$ cat src/rtl/time_set_ctrl_pkg.sv
// Shared definitions for the time-setting sequencer: state codes (also used by
// the display mux), field limits, mode encodings and the edit-time payload.
package time_set_ctrl_pkg;

  localparam int unsigned STATE_W  = 3;
  localparam int unsigned HOUR_W   = 5;
  localparam int unsigned MINSEC_W = 6;
  localparam int unsigned TO_W     = 8;

  localparam logic [STATE_W-1:0] ST_IDLE     = 3'b000;
  localparam logic [STATE_W-1:0] ST_SET_HOUR = 3'b001;
  localparam logic [STATE_W-1:0] ST_SET_MIN  = 3'b010;
  localparam logic [STATE_W-1:0] ST_SET_SEC  = 3'b011;
  localparam logic [STATE_W-1:0] ST_COMMIT   = 3'b100;

  localparam logic [HOUR_W-1:0]   HOUR_MAX   = 5'd23;
  localparam logic [MINSEC_W-1:0] MINSEC_MAX = 6'd59;

  localparam logic [1:0] MODE_CLOCK     = 2'b00;
  localparam logic [1:0] MODE_ALARM     = 2'b01;
  localparam logic [1:0] MODE_STOPWATCH = 2'b10;
  localparam logic [1:0] MODE_TIMER     = 2'b11;

  typedef struct packed {
    logic [HOUR_W-1:0]   hour;
    logic [MINSEC_W-1:0] min;
    logic [MINSEC_W-1:0] sec;
  } hms_t;

  // True for the three field-edit states.
  function automatic logic is_set_state(input logic [STATE_W-1:0] s);
    return (s == ST_SET_HOUR) || (s == ST_SET_MIN) || (s == ST_SET_SEC);
  endfunction

endpackage

$ cat src/rtl/time_set_ctrl_wrap_counter.sv
// Modulo-(MAX+1) up/down register with parallel load.
// Ports: i_clk, i_rst_n (async active-low), i_load/i_load_val (load has
// priority), i_en gates i_inc/i_dec; both inc and dec together is a no-op.
// o_q is the registered value.
module time_set_ctrl_wrap_counter #(
  parameter int unsigned W   = 6,
  parameter logic [W-1:0] MAX = W'(59)
) (
  input  logic         i_clk,
  input  logic         i_rst_n,
  input  logic         i_load,
  input  logic [W-1:0] i_load_val,
  input  logic         i_en,
  input  logic         i_inc,
  input  logic         i_dec,
  output logic [W-1:0] o_q
);

  logic [W-1:0] r_q;

  // Load, else wrap-around step in the requested direction.
  always_ff @(posedge i_clk or negedge i_rst_n) begin
    if (!i_rst_n) begin
      r_q <= '0;
    end else if (i_load) begin
      r_q <= i_load_val;
    end else if (i_en && i_inc && !i_dec) begin
      r_q <= (r_q >= MAX) ? '0 : r_q + W'(1);
    end else if (i_en && i_dec && !i_inc) begin
      r_q <= (r_q == '0) ? MAX : r_q - W'(1);
    end
  end

  assign o_q = r_q;

endmodule

$ cat src/rtl/time_set_ctrl.sv
// Time-setting sequencer: snapshots the running time on a set request in clock
// mode, steps through hour/minute/second edit fields with inc/dec wrap-around,
// blinks the selected field and issues a one-cycle commit strobe at the end.
// Ports: clk, reset (async active-low), mode_sel, set/inc/dec button pulses,
// tick_1hz, tick_blink, cur_* running time in; edit_* edit registers, commit,
// editing, cstate (state code) and blink_mask ({hour,min,sec}) out.
module time_set_ctrl
  import time_set_ctrl_pkg::*;
#(
  parameter int unsigned TIMEOUT_S  = 30,
  parameter logic [1:0]  CLOCK_MODE = MODE_CLOCK
) (
  input  logic                clk,
  input  logic                reset,
  input  logic [1:0]          mode_sel,
  input  logic                set_btn,
  input  logic                inc_btn,
  input  logic                dec_btn,
  input  logic                tick_1hz,
  input  logic                tick_blink,
  input  logic [HOUR_W-1:0]   cur_hour,
  input  logic [MINSEC_W-1:0] cur_min,
  input  logic [MINSEC_W-1:0] cur_sec,
  output logic [HOUR_W-1:0]   edit_hour,
  output logic [MINSEC_W-1:0] edit_min,
  output logic [MINSEC_W-1:0] edit_sec,
  output logic                commit,
  output logic                editing,
  output logic [STATE_W-1:0]  cstate,
  output logic [2:0]          blink_mask
);

  localparam int unsigned TOC_W = TO_W + 1;
  localparam logic [TOC_W-1:0] TIMEOUT_CMP = TOC_W'(TIMEOUT_S);

  logic [STATE_W-1:0] r_state;
  logic [TO_W-1:0]    r_cnt;
  logic               r_phase;
  logic               r_commit;
  logic               r_editing;
  logic [2:0]         r_blink_mask;

  logic [STATE_W-1:0] w_next_state;
  logic [STATE_W-1:0] w_adv_state;
  logic [TO_W-1:0]    w_next_cnt;
  logic               w_next_phase;
  logic [TOC_W-1:0]   w_cnt_inc;
  logic               w_in_clock;
  logic               w_in_set;
  logic               w_btn;
  logic               w_entry;
  logic               w_field_en;
  hms_t               w_edit;

  assign w_in_clock = (mode_sel == CLOCK_MODE);
  assign w_in_set   = is_set_state(r_state);
  assign w_btn      = set_btn | inc_btn | dec_btn;
  // Unused codes behave as IDLE, so entry is allowed from any non-edit, non-commit code.
  assign w_entry    = set_btn && w_in_clock && !w_in_set && (r_state != ST_COMMIT);
  // set_btn takes precedence over inc/dec, and leaving clock mode freezes fields.
  assign w_field_en = w_in_set && w_in_clock && !set_btn;
  assign w_cnt_inc  = TOC_W'(r_cnt) + TOC_W'(1);

  assign w_adv_state = (r_state == ST_SET_HOUR) ? ST_SET_MIN :
                       (r_state == ST_SET_MIN)  ? ST_SET_SEC : ST_COMMIT;

  // Next-state, inactivity counter and blink phase.
  always_comb begin
    w_next_state = r_state;
    w_next_cnt   = r_cnt;
    w_next_phase = 1'b0;
    case (r_state)
      ST_SET_HOUR, ST_SET_MIN, ST_SET_SEC: begin
        w_next_phase = r_phase ^ tick_blink;
        if (!w_in_clock) begin
          w_next_state = ST_IDLE;
          w_next_cnt   = '0;
        end else if (set_btn) begin
          w_next_state = w_adv_state;
          w_next_cnt   = '0;
        end else if (w_btn) begin
          w_next_cnt = '0;
        end else if (tick_1hz) begin
          if (w_cnt_inc >= TIMEOUT_CMP) begin
            w_next_state = ST_IDLE;
            w_next_cnt   = '0;
          end else begin
            w_next_cnt = w_cnt_inc[TO_W-1:0];
          end
        end
        if (!is_set_state(w_next_state)) begin
          w_next_phase = 1'b0;
        end
      end
      ST_COMMIT: begin
        w_next_state = ST_IDLE;
        w_next_cnt   = '0;
      end
      default: begin
        w_next_state = w_entry ? ST_SET_HOUR : ST_IDLE;
        w_next_cnt   = '0;
      end
    endcase
  end

  // State and registered outputs, all derived from the next state.
  always_ff @(posedge clk or negedge reset) begin
    if (!reset) begin
      r_state      <= ST_IDLE;
      r_cnt        <= '0;
      r_phase      <= 1'b0;
      r_commit     <= 1'b0;
      r_editing    <= 1'b0;
      r_blink_mask <= 3'b000;
    end else begin
      r_state      <= w_next_state;
      r_cnt        <= w_next_cnt;
      r_phase      <= w_next_phase;
      r_commit     <= (w_next_state == ST_COMMIT);
      r_editing    <= is_set_state(w_next_state);
      r_blink_mask <= {w_next_state == ST_SET_HOUR,
                       w_next_state == ST_SET_MIN,
                       w_next_state == ST_SET_SEC} & {3{w_next_phase}};
    end
  end

  time_set_ctrl_wrap_counter #(.W(HOUR_W), .MAX(HOUR_MAX)) u_hour (
    .i_clk      (clk),
    .i_rst_n    (reset),
    .i_load     (w_entry),
    .i_load_val (cur_hour),
    .i_en       (w_field_en && (r_state == ST_SET_HOUR)),
    .i_inc      (inc_btn),
    .i_dec      (dec_btn),
    .o_q        (w_edit.hour)
  );

  time_set_ctrl_wrap_counter #(.W(MINSEC_W), .MAX(MINSEC_MAX)) u_min (
    .i_clk      (clk),
    .i_rst_n    (reset),
    .i_load     (w_entry),
    .i_load_val (cur_min),
    .i_en       (w_field_en && (r_state == ST_SET_MIN)),
    .i_inc      (inc_btn),
    .i_dec      (dec_btn),
    .o_q        (w_edit.min)
  );

  time_set_ctrl_wrap_counter #(.W(MINSEC_W), .MAX(MINSEC_MAX)) u_sec (
    .i_clk      (clk),
    .i_rst_n    (reset),
    .i_load     (w_entry),
    .i_load_val (cur_sec),
    .i_en       (w_field_en && (r_state == ST_SET_SEC)),
    .i_inc      (inc_btn),
    .i_dec      (dec_btn),
    .o_q        (w_edit.sec)
  );

  assign edit_hour  = w_edit.hour;
  assign edit_min   = w_edit.min;
  assign edit_sec   = w_edit.sec;
  assign commit     = r_commit;
  assign editing    = r_editing;
  assign cstate     = r_state;
  assign blink_mask = r_blink_mask;

endmodule

$ cat config.mk
export PLATFORM = sky130hd
export DESIGN_NAME = time_set_ctrl
export DESIGN_NICKNAME = d
export VERILOG_FILES = /design/src/rtl/time_set_ctrl_pkg.sv /design/src/rtl/time_set_ctrl_wrap_counter.sv /design/src/rtl/time_set_ctrl.sv
export SDC_FILE = /design/constraint.sdc
export NUM_CORES = 1
export LEC_CHECK = 0
export BUFFER_PORTS_ARGS = -buffer_cell sky130_fd_sc_hd__buf_2
export CAP_MARGIN = 20
export CORE_UTILIZATION = 50
export CTS_BUF_LIST = sky130_fd_sc_hd__clkbuf_4
export DETAILED_ROUTE_END_ITERATION = 16
export PLACE_DENSITY = 0.73
export SYNTH_ARGS = -nofsm -noshare
export SYNTH_HDL_FRONTEND = slang
export SYNTH_SLANG_ARGS = --single-unit
$ cat constraint.sdc
create_clock -name clk -period 2.7 [get_ports clk]
set_input_delay 0.135 -clock clk [delete_from_list [all_inputs] [get_ports clk]]
set_output_delay 0.135 -clock clk [all_outputs]
set_load 0.01 [all_outputs]
==> impl_metrics.py <==
metrics = {
    "power_and_ir_drop": {
        "leakagePower_nw": 1.311,
        "power_mw": 1.502,
        "power.density_nw_per_um2": 494.3,
        "worst_ir_drop_vdd_mv": 0.2997,
    },
    "logic_synthesis": {
        "yosysUniqueCellTypes": 57,
        "avgSynthCellArea_um2": 8.154,
        "yosysTopAreaCellShare_pct": 32.50,
        "yosysWarnings": 0,
        "synth_cells": 321,
        "netlist.top_cell.by_area": "dfrtp_1",
        "synthTopCellsByArea": "dfrtp_1 33%, ha_1 4.8%, nor3_1 4.2%, nand2_1 4.0%, nor2_1 3.9%",
        "synth-main-ff-cell": "dfrtp_1",
        "syn_nets": 357,
        "netlist_area_um2": 2618,
        "yosysSeqAreaShare_pct": 32.50,
        "async_flop_share_pct": 100.0,
        "synth_edf_count": 0,
        "synth_seq_cells": 34,
    },
    "drt": {
        "vias": 2619,
        "ant_nets": 0,
        "first_iter_violations": 118,
        "first_pass_iters": 4,
        "totalWireLength_um": 6666,
        "via_per_inst": 5.979,
        "drcViolationCount": 0,
        "wl_per_cell_um": 15.22,
    },
    "global_routing": {
        "grt_pass1_vias": 2346,
        "grt_max_degree": 35,
        "antenna_found_initial": 0,
        "grt_usage_pct": 25.87,
        "grt_pass1_wl_um": 10980,
        "gr-total-overflow": 0,
    },
    "cts": {
        "clk_pin_slew_ns": 0.12,
        "clkLatencyLatePin_ns": 0.34,
        "clkSinkCount": 34,
        "cts_hold_buf": 7,
        "postCtsSetupBuffers": 0,
        "cts_tree": "yes",
        "cts_buffers": 5,
        "post_cts_resized": 0,
        "root_buffer": "clkbuf_4",
        "htree_levels": 2,
        "clock_path_buffers": 2,
    },
    "setup_path": {
        "worstPathMaxFanout": 12,
        "end_kind": "flip-flop",
        "critPathRequiredTime_ns": 2.99,
        "worstSetupStartpointType": "flip-flop",
        "cp_slowest_cell": "dfrtp_1",
        "path_cells": "and4bb_1 -> nand3_1 -> or3b_1 -> a311oi_2 -> a221o_1",
        "criticalPathCategory": "reg2reg",
        "critPathMaxStageDelay_ns": 0.59,
        "critPathArrivalTime_ns": 2.46,
    },
    "timing": {
        "relSlewSlack_pct": 38.62,
        "worstMarginPinSlew_ns": 0.9181,
        "skew_ns": 0.01005,
        "fmax_ghz": 0.4603,
        "setup_tns_ns": 0,
        "finalCriticalPeriod_ns": 2.172,
        "report.final.slew_viol_count": 0,
        "rsz0062_at_grt": "false",
        "finalHoldViolations": 0,
        "post-route-period-util_pct": 80.46,
        "setup_viol": 0,
    },
    "finish": {
        "syn2layout_area_growth_pct": 16.06,
        "final_common_cell": "buf_2",
        "final_nets": 407,
        "final_core_util_pct": 62.26,
        "final_cell_mix": "50 x buf_2, 34 x dfrtp_1, 28 x nand2_1",
        "drive_above_1_share_pct": 18.60,
        "diodes": 0,
    },
    "floorplan": {
        "rows": 25,
        "core_area_um2": 4880,
        "die_h_um": 74.36,
        "die_area_um2": 5529,
        "initial_core_util_pct": 53.64,
        "die_w_um": 74.36,
        "io_pins": 51,
    },
    "place": {
        "gp_congestion": 0.8875,
        "dpl.hpwl_um": 4690,
        "io_buffers": 50,
    },
    "flow_run": {
        "drv_cap": 0,
    },
    "outcome": {
        "status": "finished, final reports clean",
    },
    "min_path": {
        "min_path_type": "in2reg",
    },
}
==> layout make-up <==
type	count	area, um^2
well taps	67	83.83
repair buffers	59	335.3
inverters	13	48.80
flip-flops and latches	34	850.8
clock inverters	2	33.78
multi-input cells	258	1648
fillers	463	1842
clock buffers	5	37.54
==> worst max-delay path: cells and delay by family (launching register included) <==
kind,cells,cell delay [ns]
flip-flops,1,0.59
AND/OR/NAND/NOR,3,1.19
AO/OA/AOI/OAI,2,0.35
==> kinds of logic (layout without fill, tap and decap cells) <==
kind of cell | Yosys count | count (layout) | synth area share [%]
XOR/XNOR | 5 | 5 | 1.673
adder cells (fa/ha/maj) | 10 | 10 | 4.780
multiplexers | 5 | 5 | 1.960
buffers and inverters | 29 | 79 | 4.541
AO/OA/AOI/OAI | 97 | 97 | 24.43
AND/OR/NAND/NOR | 141 | 141 | 30.12
flip-flops | 34 | 34 | 32.50
==> Yosys cell counts (2+ instances only) <==
cell type / count
mux2i_1: 4
nor2_1: 27
a21oi_1: 17
inv_1: 13
o21ai_1: 10
nand3b_1: 3
nor3_1: 22
nor2b_1: 2
nor4bb_1: 2
or3b_1: 2
a221o_1: 3
nand2b_1: 8
nor4_2: 2
and3_1: 5
o21ai_0: 19
o21a_1: 3
a211oi_1: 2
ha_1: 10
a31oi_1: 9
nor4_4: 2
o2111ai_1: 3
and2_1: 6
xor2_1: 3
o22ai_1: 2
xnor2_1: 2
nand4_1: 5
clkbuf_1: 13
o31ai_1: 4
a22oi_1: 3
a41oi_1: 3
dfrtp_1: 34
buf_2: 2
o211ai_1: 9
nand2_1: 28
nor3b_1: 2
nand3_1: 16
==> state kept, by name (all words and copies together) (netlist names) <==
name / count
r_cnt: 8
u_min.o_q: 6
u_sec.o_q: 6
u_hour.o_q: 5
blink_mask: 3
cstate: 3
commit: 1
editing: 1
r_phase: 1
==> per-layer routing <==
layer / track usage, % / wire length, um / up-vias / part of all wire (%)
met4: 7.547 / 85 / 0 / 1.3
met1: 34.77 / 3110 / 1247 / 47
met3: 5.014 / 310 / 7 / 4.7
met2: 42.42 / 3159 / 62 / 47
met5: 0 / 0 / - / 0
li1: - / - / 1303 / -
==> final timing paths <==
path	cells past startpoint	start	slack (ns)	end
max reg2reg	5	cstate[1]$_DFF_PN0_	0.53	u_sec.o_q[3]$_DFFE_PN0P_
min reg2reg	1	r_cnt[5]$_DFFE_PN0P_	0.57	r_cnt[5]$_DFFE_PN0P_
min in group asynchronous	2	reset	0.38	u_hour.o_q[3]$_DFFE_PN0P_
min	2	cur_min[5]	0.01	u_min.o_q[5]$_DFFE_PN0P_
max	5	cstate[1]$_DFF_PN0_	0.53	u_sec.o_q[3]$_DFFE_PN0P_
max in group asynchronous	2	reset	1.82	u_min.o_q[0]$_DFFE_PN0P_
==> power breakdown <==
| group | internal (mW) | leakage, nW | switching [mW] |
|---|---|---|---|
| sequential | 0.559 | 0.440 | 0.124 |
| combinational | 0.199 | 0.833 | 0.246 |
| clock | 0.187 | 0.0387 | 0.188 |
==> per-stage QoR <==
stage                     worst slack, ns  hold slack [ns]  cell area [um^2]  std cells
final                              0.5277          0.01463              3038        438
after global routing               0.3383         0.004883              3038        438
after CTS                          0.5559         0.001447              3038        438
after detailed placement           0.5685           0.2713              2897        424
after global placement             0.5887           0.2656              2897        424
after floorplan                    0.7948          -0.1606              2618        321
(Power assumes the default switching activity.)
